$ cat src/rtl/legv8_ctrl_pkg.sv
// Shared types and encodings for the multicycle LEGv8 control FSM.
// The optional CBNZ decode is enabled by defining LEGV8_CBNZ_EN (see legv8_multicycle_ctrl).
package legv8_ctrl_pkg;

  typedef enum logic [3:0] {
    FETCH, DECODE, EXEC_R, WB_R, ADDR, MEM_RD, WB_MEM, MEM_WR, BRANCH, ERROR
  } state_t;

  localparam logic [3:0] ALU_AND   = 4'b0000;
  localparam logic [3:0] ALU_ORR   = 4'b0001;
  localparam logic [3:0] ALU_ADD   = 4'b0010;
  localparam logic [3:0] ALU_SUB   = 4'b0110;
  localparam logic [3:0] ALU_PASSB = 4'b0111;

  localparam logic [1:0] SRCB_REG     = 2'b00;
  localparam logic [1:0] SRCB_FOUR    = 2'b01;
  localparam logic [1:0] SRCB_IMM     = 2'b10;
  localparam logic [1:0] SRCB_IMM_SH2 = 2'b11;

  localparam logic [10:0] OP_ADD  = 11'b10001011000;
  localparam logic [10:0] OP_SUB  = 11'b11001011000;
  localparam logic [10:0] OP_AND  = 11'b10001010000;
  localparam logic [10:0] OP_ORR  = 11'b10101010000;
  localparam logic [10:0] OP_LDUR = 11'b11111000010;
  localparam logic [10:0] OP_STUR = 11'b11111000000;
  localparam logic [7:0]  OP_CBZ_HI  = 8'b10110100;
  localparam logic [7:0]  OP_CBNZ_HI = 8'b10110101;

  typedef struct packed {
    logic [3:0] alu_control;
    logic       alu_src_a;
    logic [1:0] alu_src_b;
    logic       reg2loc;
    logic       pc_src;
    logic       mem_read;
    logic       mem_write;
    logic       mem_to_reg;
    logic       reg_write;
    logic       error;
  } ctrl_t;

  function automatic ctrl_t ctrl_idle();
    ctrl_t c;
    c             = '0;
    c.alu_control = ALU_ADD;
    return c;
  endfunction

endpackage

$ cat src/rtl/legv8_alu_op_decoder.sv
// R-type opcode to 4-bit ALU control; anything not recognised defaults to ADD.
module legv8_alu_op_decoder
  import legv8_ctrl_pkg::*;
#(
  parameter int OP_W = 11
) (
  input  logic [OP_W-1:0] op,
  output logic [3:0]      alu_control
);

  always_comb begin
    alu_control = ALU_ADD;
    case (op)
      OP_SUB:  alu_control = ALU_SUB;
      OP_AND:  alu_control = ALU_AND;
      OP_ORR:  alu_control = ALU_ORR;
      default: alu_control = ALU_ADD;
    endcase
  end

endmodule

$ cat src/rtl/legv8_multicycle_ctrl.sv
// Multicycle LEGv8 control FSM with memory-wait timeout and sticky error.
// Define LEGV8_CBNZ_EN to decode CBNZ as a branch taken on ~zero.
module legv8_multicycle_ctrl
  import legv8_ctrl_pkg::*;
#(
  parameter int MEM_TIMEOUT = 16,
  parameter int OP_W        = 11
) (
  input  logic            clk,
  input  logic            reset,
  input  logic [OP_W-1:0] op,
  input  logic            zero,
  input  logic            mem_ready,
  output logic [3:0]      alu_control,
  output logic            alu_src_a,
  output logic [1:0]      alu_src_b,
  output logic            reg2loc,
  output logic            ir_write,
  output logic            pc_write,
  output logic            pc_src,
  output logic            mem_read,
  output logic            mem_write,
  output logic            mem_to_reg,
  output logic            reg_write,
  output logic            error
);

  localparam int CNT_W = $clog2(MEM_TIMEOUT + 1);

  state_t           state_q, state_d;
  logic [CNT_W-1:0] cnt_q, cnt_d;
  ctrl_t            ctrl_q, ctrl_d;
  logic [3:0]       r_alu;
  logic             strobe_on, mem_done, fetch_done, branch_take, is_r, is_mem;

  legv8_alu_op_decoder #(.OP_W(OP_W)) u_alu_dec (
    .op          (op),
    .alu_control (r_alu)
  );

  // Handshake is qualified by the registered strobe, so the strobe-less
  // FETCH cycle right after reset neither completes nor counts as a wait.
  always_comb begin
    strobe_on  = ctrl_q.mem_read | ctrl_q.mem_write;
    mem_done   = strobe_on & mem_ready;
    fetch_done = (state_q == FETCH) & mem_done;
`ifdef LEGV8_CBNZ_EN
    branch_take = (op[OP_W-1 -: 8] == OP_CBNZ_HI) ? ~zero : zero;
`else
    branch_take = zero;
`endif
    ir_write = fetch_done;
    pc_write = fetch_done | ((state_q == BRANCH) & branch_take);
    is_r     = (op == OP_ADD) | (op == OP_SUB) | (op == OP_AND) | (op == OP_ORR);
    is_mem   = (op == OP_LDUR) | (op == OP_STUR);
  end

  always_comb begin
    state_d = state_q;
    cnt_d   = cnt_q;
    case (state_q)
      FETCH, MEM_RD, MEM_WR: begin
        if (mem_done) begin
          if (state_q == FETCH)       state_d = DECODE;
          else if (state_q == MEM_RD) state_d = WB_MEM;
          else                        state_d = FETCH;
        end else if (strobe_on) begin
          if (cnt_q == CNT_W'(MEM_TIMEOUT - 1)) state_d = ERROR;
          else                                  cnt_d   = cnt_q + 1'b1;
        end
      end
      DECODE: begin
        if (is_r)                                   state_d = EXEC_R;
        else if (is_mem)                            state_d = ADDR;
        else if (op[OP_W-1 -: 8] == OP_CBZ_HI)      state_d = BRANCH;
`ifdef LEGV8_CBNZ_EN
        else if (op[OP_W-1 -: 8] == OP_CBNZ_HI)     state_d = BRANCH;
`endif
        else                                        state_d = ERROR;
      end
      EXEC_R:  state_d = WB_R;
      WB_R:    state_d = FETCH;
      ADDR:    state_d = (op == OP_STUR) ? MEM_WR : MEM_RD;
      WB_MEM:  state_d = FETCH;
      BRANCH:  state_d = FETCH;
      ERROR:   state_d = ERROR;
      default: state_d = ERROR;
    endcase
    if (state_d != state_q) cnt_d = '0;
  end

  // Moore outputs are registered from the next state so they line up with state_q.
  always_comb begin
    ctrl_d = ctrl_idle();
    case (state_d)
      FETCH: begin
        ctrl_d.mem_read  = 1'b1;
        ctrl_d.alu_src_b = SRCB_FOUR;
      end
      DECODE: ctrl_d.alu_src_b = SRCB_IMM_SH2;
      EXEC_R: begin
        ctrl_d.alu_src_a   = 1'b1;
        ctrl_d.alu_src_b   = SRCB_REG;
        ctrl_d.alu_control = r_alu;
      end
      WB_R: ctrl_d.reg_write = 1'b1;
      ADDR: begin
        ctrl_d.alu_src_a = 1'b1;
        ctrl_d.alu_src_b = SRCB_IMM;
        ctrl_d.reg2loc   = (op == OP_STUR);
      end
      MEM_RD: ctrl_d.mem_read = 1'b1;
      WB_MEM: begin
        ctrl_d.reg_write  = 1'b1;
        ctrl_d.mem_to_reg = 1'b1;
      end
      MEM_WR: begin
        ctrl_d.mem_write = 1'b1;
        ctrl_d.reg2loc   = 1'b1;
      end
      BRANCH: begin
        ctrl_d.reg2loc     = 1'b1;
        ctrl_d.alu_control = ALU_PASSB;
        ctrl_d.alu_src_b   = SRCB_REG;
        ctrl_d.pc_src      = 1'b1;
      end
      ERROR:   ctrl_d.error = 1'b1;
      default: ctrl_d = ctrl_idle();
    endcase
  end

  always_ff @(posedge clk) begin
    if (!reset) begin
      state_q <= FETCH;
      cnt_q   <= '0;
      ctrl_q  <= ctrl_idle();
    end else begin
      state_q <= state_d;
      cnt_q   <= cnt_d;
      ctrl_q  <= ctrl_d;
    end
  end

  assign alu_control = ctrl_q.alu_control;
  assign alu_src_a   = ctrl_q.alu_src_a;
  assign alu_src_b   = ctrl_q.alu_src_b;
  assign reg2loc     = ctrl_q.reg2loc;
  assign pc_src      = ctrl_q.pc_src;
  assign mem_read    = ctrl_q.mem_read;
  assign mem_write   = ctrl_q.mem_write;
  assign mem_to_reg  = ctrl_q.mem_to_reg;
  assign reg_write   = ctrl_q.reg_write;
  assign error       = ctrl_q.error;

endmodule

$ cat config.mk
export PLATFORM = sky130hd
export DESIGN_NAME = legv8_multicycle_ctrl
export DESIGN_NICKNAME = d
export VERILOG_FILES = /design/src/rtl/legv8_ctrl_pkg.sv /design/src/rtl/legv8_alu_op_decoder.sv /design/src/rtl/legv8_multicycle_ctrl.sv
export SDC_FILE = /design/constraint.sdc
export NUM_CORES = 1
export LEC_CHECK = 0
export CORE_ASPECT_RATIO = 0.6
export CORE_MARGIN = 8
export CORE_UTILIZATION = 48
export CTS_CLUSTER_SIZE = 16
export DETAILED_ROUTE_END_ITERATION = 6
export PLACE_DENSITY_LB_ADDON = 0.12
export SYNTH_ARGS = -nofsm -noshare
export SYNTH_HDL_FRONTEND = slang
export SYNTH_SLANG_ARGS = --single-unit
$ cat constraint.sdc
create_clock -name clk -period 2.6 [get_ports clk]
set_input_delay 0.39 -clock clk [delete_from_list [all_inputs] [get_ports clk]]
set_output_delay 0.39 -clock clk [all_outputs]
set_load 0.01 [all_outputs]
# [Word level (Yosys, flattened, before mapping)]
# Cells that the tools add are included.
# Widths: inputs -> output; s select.
[totals] regBits=23 in_bits=15 out_inout_bits=16 wordCells=82
[op_classes] addsub=1 n_eq_ne=26 muxes=21 n_bitwise=12 reduce_logical=10
[ops] operator="$eq 11x11->1 const B" n=6
[ops] operator="$eq 4x3->1 const B" n=8
[ops] operator="$mux 4" n=5
[ops] operator="$pmux 4 s5" n=1
[ops] operator="$eq 4x2->1 const B" n=4
[ops] operator="$eq 4x4->1 const B" n=3
[ops] operator="$reduce_or 2->1" n=5
[ops] operator="$pmux 3 s3" n=1
[ops] operator="$eq 4x1->1 const B" n=2
[ops] operator="$eq 8x8->1 const B" n=1
[ops] operator="$logic_not 4->1" n=2
[ops] operator="$mux 1" n=8
[ops] operator="$pmux 4 s2" n=1
[ops] operator="$mux 3" n=2
[ops] operator="$or 1x1->1" n=6
[ops] operator="$pmux 2 s3" n=1
[ops] operator="$reduce_or 3->1" n=2
[ops] operator="$add 5x1->5 const B" n=1
[ops] operator="$eq 5x4->1 const B" n=1
[ops] operator="$ne 4x4->1" n=1
[ops] operator="$reduce_and 4->1" n=1
[ops] operator="$and 1x1->1" n=3
[ops] operator="$not 1->1" n=3
[ops] operator="$mux 2" n=1
[ops] operator="$pmux 1 s2" n=1

# [Depth between registers and ports, before layout]
# Gate-level depths: netlist of run 1.
[logic_depth] word_depth=9 ltp_mapped=9 mapped_depth_nobuf=9

# [Hierarchy]
# From an unflattened synthesis of run 1, not the netlist that was laid out.
[hier_totals] cells_unflattened=152 hier_area_um2=1333.8
[modules_own_cells] mod="legv8_multicycle_ctrl" instances=1 cells_per_inst=143 area_each_um2=1271.2 seq_area_each_um2=460.4
[modules_own_cells] mod="legv8_alu_op_decoder" instances=1 cells_per_inst=9 area_each_um2=62.6 seq_area_each_um2=0.0

# [Worst setup path after synthesis of run 1]
# Ideal clock, no wire load.
[synth_timing] kind="reg2reg" from="register cnt_q[0]" to="register cnt_q[3]" setup_ps=118 t_arrival_ps=2108 required_time_ps=2482 setup_slack_ps=375 path_stages_with_launch=9 path_buffers=0 period_less_slack_ps=2225 path_cell_list="dfxtp_1 > ha_1 > and3_1 > ha_1 > or4_1 > a21oi_1 > nand4_1 > xor2_1 > nor2_1"
[synth_between] elab_chain_len=7 elab_cells_between_ends=10 classes_between="add/sub (1); eq/ne (2); mux (4); bitwise (1); reduce/logical (2)"
[synth_lines] element="from (decl)" line_no="legv8_multicycle_ctrl.sv:31" text="logic [CNT_W-1:0] cnt_q, cnt_d;"
[synth_lines] element="from (signal assigned)" line_no="legv8_multicycle_ctrl.sv:139" text="cnt_q <= cnt_d;"
[synth_lines] element="$eq 5x4->1" line_no="legv8_multicycle_ctrl.sv:68" text="if (cnt_q == CNT_W'(MEM_TIMEOUT - 1)) state_d = ERROR;"
[synth_lines] element="$mux 4" line_no="legv8_multicycle_ctrl.sv:68"
[synth_lines] element="$mux 4" line_no="legv8_multicycle_ctrl.sv:67" text="end else if (strobe_on) begin"
[synth_lines] element="$mux 4" line_no="legv8_multicycle_ctrl.sv:63" text="if (mem_done) begin"
[synth_lines] element="$pmux 4 s5" line_no="legv8_multicycle_ctrl.sv:61" text="case (state_q)"
[synth_lines] element="$ne 4x4->1" line_no="legv8_multicycle_ctrl.sv:89" text="if (state_d != state_q) cnt_d = '0;"
[synth_lines] element="$reduce_or 2->1 (no source line)"
# Several ways; a longest one is shown, not always the timed one.
# A chain may end at the register's enable or synchronous reset.

# [Worst setup path in the final report of run 1]
[layout_timing] from="input op[10]" to="register ctrl_q (netlist bit reg2loc)"
[layout_between] elab_chain_len=9 elab_cells_between_ends=21 classes_between="eq/ne (10); mux (6); bitwise (4); reduce/logical (1)"
[layout_lines] element="from (decl)" line_no="legv8_multicycle_ctrl.sv:11" text="input logic [OP_W-1:0] op,"
[layout_lines] element="$eq 11x11->1" line_no="legv8_multicycle_ctrl.sv:54" text="is_r = (op == OP_ADD) | (op == OP_SUB) | (op == OP_AND) | (op == OP_ORR);"
[layout_lines] element="$or 1x1->1 (3 in series)" line_no="legv8_multicycle_ctrl.sv:54"
[layout_lines] element="$mux 4" line_no="legv8_multicycle_ctrl.sv:73" text="if (is_r) state_d = EXEC_R;"
[layout_lines] element="$pmux 4 s5" line_no="legv8_multicycle_ctrl.sv:61"
[layout_lines] element="$eq 4x4->1 / $eq 4x3->1 (equally long branches)" line_no="legv8_multicycle_ctrl.sv:95" text="case (state_d)"
[layout_lines] element="$reduce_or 2->1 (no source line)"
[layout_lines] element="$pmux 1 s2 (*)" line_no="legv8_multicycle_ctrl.sv:95"
[layout_lines] element="to (signal assigned)" line_no="legv8_multicycle_ctrl.sv:136" text="ctrl_q <= ctrl_idle();"
[layout_lines] element="to (signal assigned)" line_no="legv8_multicycle_ctrl.sv:140" text="ctrl_q <= ctrl_d;"
[layout_lines] element="to (decl)" line_no="legv8_multicycle_ctrl.sv:32" text="ctrl_t ctrl_q, ctrl_d;"
# Every way passes the cells marked *; elsewhere a longest branch is shown, timed or not.

==> results of run 1 <==
-- layout make-up --
type | instances | share of cell area
timing repair buffer | 36 | 0.207
multi-input combinational | 116 | 0.451
inverter | 8 | 0.0182
tap | 32 | 0.0242
sequential | 22 | 0.266
clock buffer | 4 | 0.0333
-- worst min-delay path: cells and delay by family, from the launching register on --
family | cells | cell delay [ps]
and+or+nand+nor | 1 | 120
DFF | 1 | 310
AOI/OAI and AO/OA | 1 | 40
-- cell usage after synthesis (4+ instances only) --
cell and n:
dfxtp_1 22, nor2_1 20, nand2_1 14, a21oi_1 8, inv_1 8, and2_1 5, clkbuf_1 5, nand3_1 5
and3_1 4, mux2i_1 4, nor3_1 4
-- cells by family after synthesis --
family | after synthesis
and+or+nand+nor | 68
xor gates and xnor gates | 4
adders and majority gates | 2
DFF | 22
AOI/OAI and AO/OA | 36
muxes | 5
buffers and inverters | 15
other | 1
-- worst max path at each step --
stage                          start                   endpoint  slack [ps]  depth (start not counted)
3_3_place_gp                  op[10]         reg2loc$_SDFF_PN0_          70                          7
4_1_cts                       op[10]  alu_control[2]$_SDFF_PN0_         240                          7
2_1_floorplan  cnt_q[0]$_SDFFE_PP0P_      cnt_q[3]$_SDFFE_PP0P_         370                          8
6_report                      op[10]         reg2loc$_SDFF_PN0_         230                          7
5_1_grt        cnt_q[0]$_SDFFE_PP0P_  alu_control[2]$_SDFF_PN0_          20                         10
3_5_place_dp                   op[2]  alu_control[2]$_SDFF_PN0_         -20                          6
-- metal layers --
| layer | part of all wire | up-vias | wire, um | global-route usage |
|---|---|---|---|---|
| met4 | 0.0079 | 0 | 26 | 0.0398 |
| met1 | 0.47 | 589 | 1570 | 0.205 |
| met5 | 0 | - | 0 | 0 |
| li1 | - | 618 | - | - |
| met2 | 0.43 | 50 | 1410 | 0.204 |
| met3 | 0.090 | 3 | 297 | 0.0468 |
-- power by group through the flow --
stage / logic, W / clock network (W) / registers, W
floorplan: 0.000341 / 0 / 0.000441
global placement: 0.000552 / 0 / 0.000433
detailed placement: 0.000554 / 0 / 0.000436
CTS: 0.000559 / 0.000240 / 0.000429
global route: 0.000618 / 0.000253 / 0.000435
finish: 0.000564 / 0.000235 / 0.000430
-- per-stage QoR --
| stage | total power (W) | instance area [um2] | worst slack (ps) |
|---|---|---|---|
| 2_1_floorplan | 0.000782 | 1250 | 375 |
| 3_3_place_gp | 0.000985 | 1600 | 69.3 |
| 3_5_place_dp | 0.000991 | 1600 | -19.4 |
| 4_1_cts | 0.00123 | 1650 | 241 |
| 5_1_grt | 0.00131 | 1650 | 16.6 |
| 6_report | 0.00123 | 1650 | 225 |
==> results_dict.tcl, run 1 <==
set metrics [dict create \
    top_level_ports 31 \
    crit_path_start_kind "input port" \
    layout_common_cells "29 x clkdlybuf4s50_1, 22 x dfxtp_1, 20 x nor2_1" \
    relSlewSlack 0.413 \
    nets 204 \
    cts_resized 0 \
    cts_tree "done" \
    dr.first_iter.drc_count 115 \
    dpl.hpwl_um 2550 \
    n_antenna_cell 0 \
    leakage_nw 0.665 \
    r2r-end "reg2loc$_SDFF_PN0_" \
    core-area_um2 2490 \
    initial_utilization 0.502 \
    period_share 0.913 \
    largest_reg_flops 5 \
    rsz0062_at_grt "false" \
    hold_path_end "cnt_q[4]$_SDFFE_PP0P_" \
    yosys.area_share.adder 0.0201 \
    max_freq_mhz 421 \
    setup_viol 0 \
    max-cap-violations 0 \
    p_seq_frac 0.350 \
    placed_cells 214 \
    first_pass_iters 4 \
    worst_pin_slew_ps 867 \
    post-route-util 0.665 \
    clkLatencyLatePin_ps 260 \
    viasPerCell 5.78 \
    syn_nets 170 \
    power.density_nw_per_um2 743 \
    crit_path_top_delay_cell "o311ai_1" \
    critPathKind "input port to flip-flop" \
    rows 14 \
    cts_max_path_buffers 2 \
    yosys_warnings 0 \
    vdd_ir_drop_max_uv 480 \
    pwr-share-clk 0.191 \
    overflow 0 \
    r2r_start "cnt_q[0]$_SDFFE_PP0P_" \
    p_sw_w 0.000443 \
    async_flop_share 0 \
    period_needed_ps 2370 \
    die_area_um2 4540 \
    synth_seq_area_share 0.353 \
    synth_area_um2 1250 \
    die_w_um 81.8 \
    critPathRequiredTime_ps 2810 \
    yosys.area.top_type "dfxtp_1" \
    synthMuxAreaShare 0.0411 \
    dr_total_vias 1260 \
    area_delta_synth_final_pct 32.6 \
    finalClockSkew_ps 1.34 \
    dieHeight_um 55.5 \
    slowest_delay_ps 790 \
    drc 0 \
    post_cts_buffers 0 \
    wl_per_cell_um 15.2 \
    synth-simple-area-share 0.293 \
    syn_area_per_cell_um2 8.15 \
    whs_path_depth 2 \
    internal_power_w 0.000786 \
    antenna_found_initial 0 \
    ys_ff_latch 22 \
    finalMaxSlewViolations 0 \
    min_path_type "flip-flop to flip-flop" \
    postRouteAntennaNets 0 \
    hp-start "cnt_q[4]$_SDFFE_PP0P_" \
    r2r_slack_ps 240 \
    cts.sinks 22 \
    grt_max_degree 15 \
    crit_fanout 8 \
    synth_cells 153 \
    ff_latch_area_um2 440 \
    worst-path-buf-inv 2 \
    hold_viol_final 0 \
    fillCellCount 209 \
    grt_pass1_wl_um 5430 \
    grt_pass1_vias 1163 \
    synth_top_area_frac 0.353 \
    cts_buffers 3 \
    gp_congestion 0.786 \
    synthTopCellsByArea "dfxtp_1 35%, nor2_1 6.0%, nand2_1 4.2%, a21oi_1 3.2%, mux2i_1 3.2%" \
    synth_xor_area_frac 0.0281 \
    root_buffer "clkbuf_8" \
    ff2ff_path_depth 9 \
    fin_cells 218 \
    holdWs_ps 522 \
    ys.flop_type "dfxtp_1" \
    swShare 0.360 \
    tns_ps 0 \
    crit_arrival_ps 2580 \
    outcome "completed" \
    clk_pin_slew_ps 70 \
    drive_gt1_frac 0.0860 \
    synth_top_family_by_area "simple AND/OR/NAND/NOR gates" \
    grt_usage 0.146 \
    synth_compound_area_frac 0.213 \
    largest_register "cnt_q" \
    crit_path_end_kind "flip-flop" \
    portBuffers 29 \
    multi_input_area_um2 746 \
    combPwrFrac 0.459 \
    final_common_cell "clkdlybuf4s50_1" \
    synth_cell_type_count 49 \
    critPathTopFamily "compound AO/OA/AOI/OAI gates" \
    cts_hold_buffers 0 \
    synth_edf_count 0 \
    path_cells "clkdlybuf4s50_1 -> nor4bb_1 -> buf_4 -> nand2_1 -> o311ai_1 -> and3_1 -> a41o_1" \
    drt_wl_total_um 3300 \
    htree_levels 1 \
]
No activity file was read; power rests on OpenSTA's default activity.
==> run 2: changes to the inputs <==
--- a/config.mk
+++ b/config.mk
@@ -11,6 +11,7 @@
 export CTS_CLUSTER_SIZE = 16
 export DETAILED_ROUTE_END_ITERATION = 6
 export PLACE_DENSITY_LB_ADDON = 0.12
+export RECOVER_POWER = 50
 export SYNTH_ARGS = -nofsm -noshare
 export SYNTH_HDL_FRONTEND = slang
 export SYNTH_SLANG_ARGS = --single-unit
==> results_dict.tcl, run 2 (synthesized netlist as in run 1, its figures left out) <==
set metrics [dict create \
    cts_tree "done" \
    dr_total_vias 1257 \
    final_common_cell "dfxtp_1" \
    period_share 0.910 \
    setup_viol 0 \
    post_cts_buffers 0 \
    area_delta_synth_final_pct 32.6 \
    postRouteAntennaNets 0 \
    crit_path_end_kind "flip-flop" \
    layout_common_cells "22 x dfxtp_1, 20 x nor2_1, 16 x clkdlybuf4s50_1" \
    critPathRequiredTime_ps 2800 \
    rows 14 \
    n_antenna_cell 0 \
    worstSetupStartpoint "op[10]" \
    holdWs_ps 521 \
    min_path_type "flip-flop to flip-flop" \
    pre_cts_ws_ps -19.4 \
    max_freq_mhz 423 \
    drt_wl_total_um 3270 \
    viasPerCell 5.77 \
    hold_viol_final 0 \
    dpl.hpwl_um 2550 \
    top_level_ports 31 \
    cts_buffers 3 \
    vdd_ir_drop_max_uv 467 \
    first_pass_iters 4 \
    initial_utilization 0.502 \
    dr.first_iter.drc_count 81 \
    grt_pass1_wl_um 5430 \
    worst_pin_slew_ps 859 \
    cts_hold_buffers 0 \
    root_buffer "clkbuf_8" \
    placed_cell_area_um2 1600 \
    wl_per_cell_um 15.0 \
    setup_ws_ps 234 \
    r2r_start "cnt_q[0]$_SDFFE_PP0P_" \
    leakage_nw 0.698 \
    largest_reg_flops 5 \
    grt_max_degree 15 \
    portBuffers 29 \
    antenna_found_initial 0 \
    die_w_um 81.8 \
    drive_gt1_frac 0.0860 \
    crit_path_start_kind "input port" \
    rsz0062_at_grt "false" \
    core-area_um2 2490 \
    cts.sinks 22 \
    p_total_w 0.00121 \
    finalMaxSlewViolations 0 \
    gp_congestion 0.786 \
    power.density_nw_per_um2 733 \
    clk_pin_slew_ps 70 \
    die_area_um2 4540 \
    dieHeight_um 55.5 \
    nets 204 \
    critPathKind "input port to flip-flop" \
    max-cap-violations 0 \
    period_needed_ps 2370 \
    crit_arrival_ps 2570 \
    drc 0 \
    relSlewSlack 0.418 \
    hp-start "cnt_q[4]$_SDFFE_PP0P_" \
    largest_register "cnt_q" \
    htree_levels 1 \
    outcome "completed" \
    cts_max_path_buffers 2 \
    finalClockSkew_ps 1.90 \
    crit_fanout 8 \
    grt_usage 0.146 \
    clkLatencyLatePin_ps 260 \
    post-route-util 0.665 \
    grt_pass1_vias 1163 \
    cts_resized 0 \
    overflow 0 \
    final_area_um2 1650 \
]
## run 2: changes by cell type in the layout (fill, tap and decap cells not counted), sizes merged
cell           previous run  this run
clkdlybuf4s50            29        16
dlygate4sd3               0        13
## run 2: metal layers
layer | GRT usage | vias up | part of all wire
li1 | - | 619 | -
met1 | 0.205 | 586 | 0.47
met2 | 0.204 | 47 | 0.43
met3 | 0.0468 | 5 | 0.090
met4 | 0.0398 | 0 | 0.0089
met5 | 0 | - | 0
## run 2: final timing paths
path | slack [ps] | cells after the start | to
worst min register to register | 520 | 2 | cnt_q[4]$_SDFFE_PP0P_
worst min-delay path | 520 | 2 | cnt_q[4]$_SDFFE_PP0P_
worst max register to register | 260 | 9 | reg2loc$_SDFF_PN0_
worst max-delay path | 230 | 7 | reg2loc$_SDFF_PN0_
## run 2: critical path: stages
cell	delay [ps]
clkdlybuf4s50_1	470
nor4bb_1	280
buf_4	170
nand2_1	100
o311ai_1	790
and3_1	290
a41o_1	90
## run 2: cell type report
cell class | count | area [um2]
repair buffers | 36 | 343
clock buffers | 4 | 55.1
inverters | 8 | 30.0
flip-flops and latches | 22 | 440
multi-input cells | 116 | 746
well taps | 32 | 40.0
fillers | 209 | 833
## run 2: power by group
group	switching, W	total [W]	internal [W]
Clock	0.0000994	0.000234	0.000135
Sequential	0.0000354	0.000427	0.000392
Combinational	0.000305	0.000551	0.000246
Total	0.000440	0.00121	0.000773
## run 2: through the flow
step / std cells / setup TNS (ps)
floorplan: 153 / 0
global placement: 214 / 0
detailed placement: 214 / -31.9
CTS: 218 / 0
global route: 218 / 0
finish: 218 / 0
==> run 3: changes to the inputs <==
--- a/config.mk
+++ b/config.mk
@@ -8,10 +8,12 @@
 export CORE_ASPECT_RATIO = 0.6
 export CORE_MARGIN = 8
 export CORE_UTILIZATION = 48
+export CTS_BUF_LIST = sky130_fd_sc_hd__clkbuf_4 sky130_fd_sc_hd__clkbuf_8 sky130_fd_sc_hd__clkbuf_16
 export CTS_CLUSTER_SIZE = 16
 export DETAILED_ROUTE_END_ITERATION = 6
 export PLACE_DENSITY_LB_ADDON = 0.12
 export RECOVER_POWER = 50
+export SLEW_MARGIN = 10
 export SYNTH_ARGS = -nofsm -noshare
 export SYNTH_HDL_FRONTEND = slang
 export SYNTH_SLANG_ARGS = --single-unit
==> results of run 3 <==
No change in the layout: final DEF, timing and power equal those of run 2.
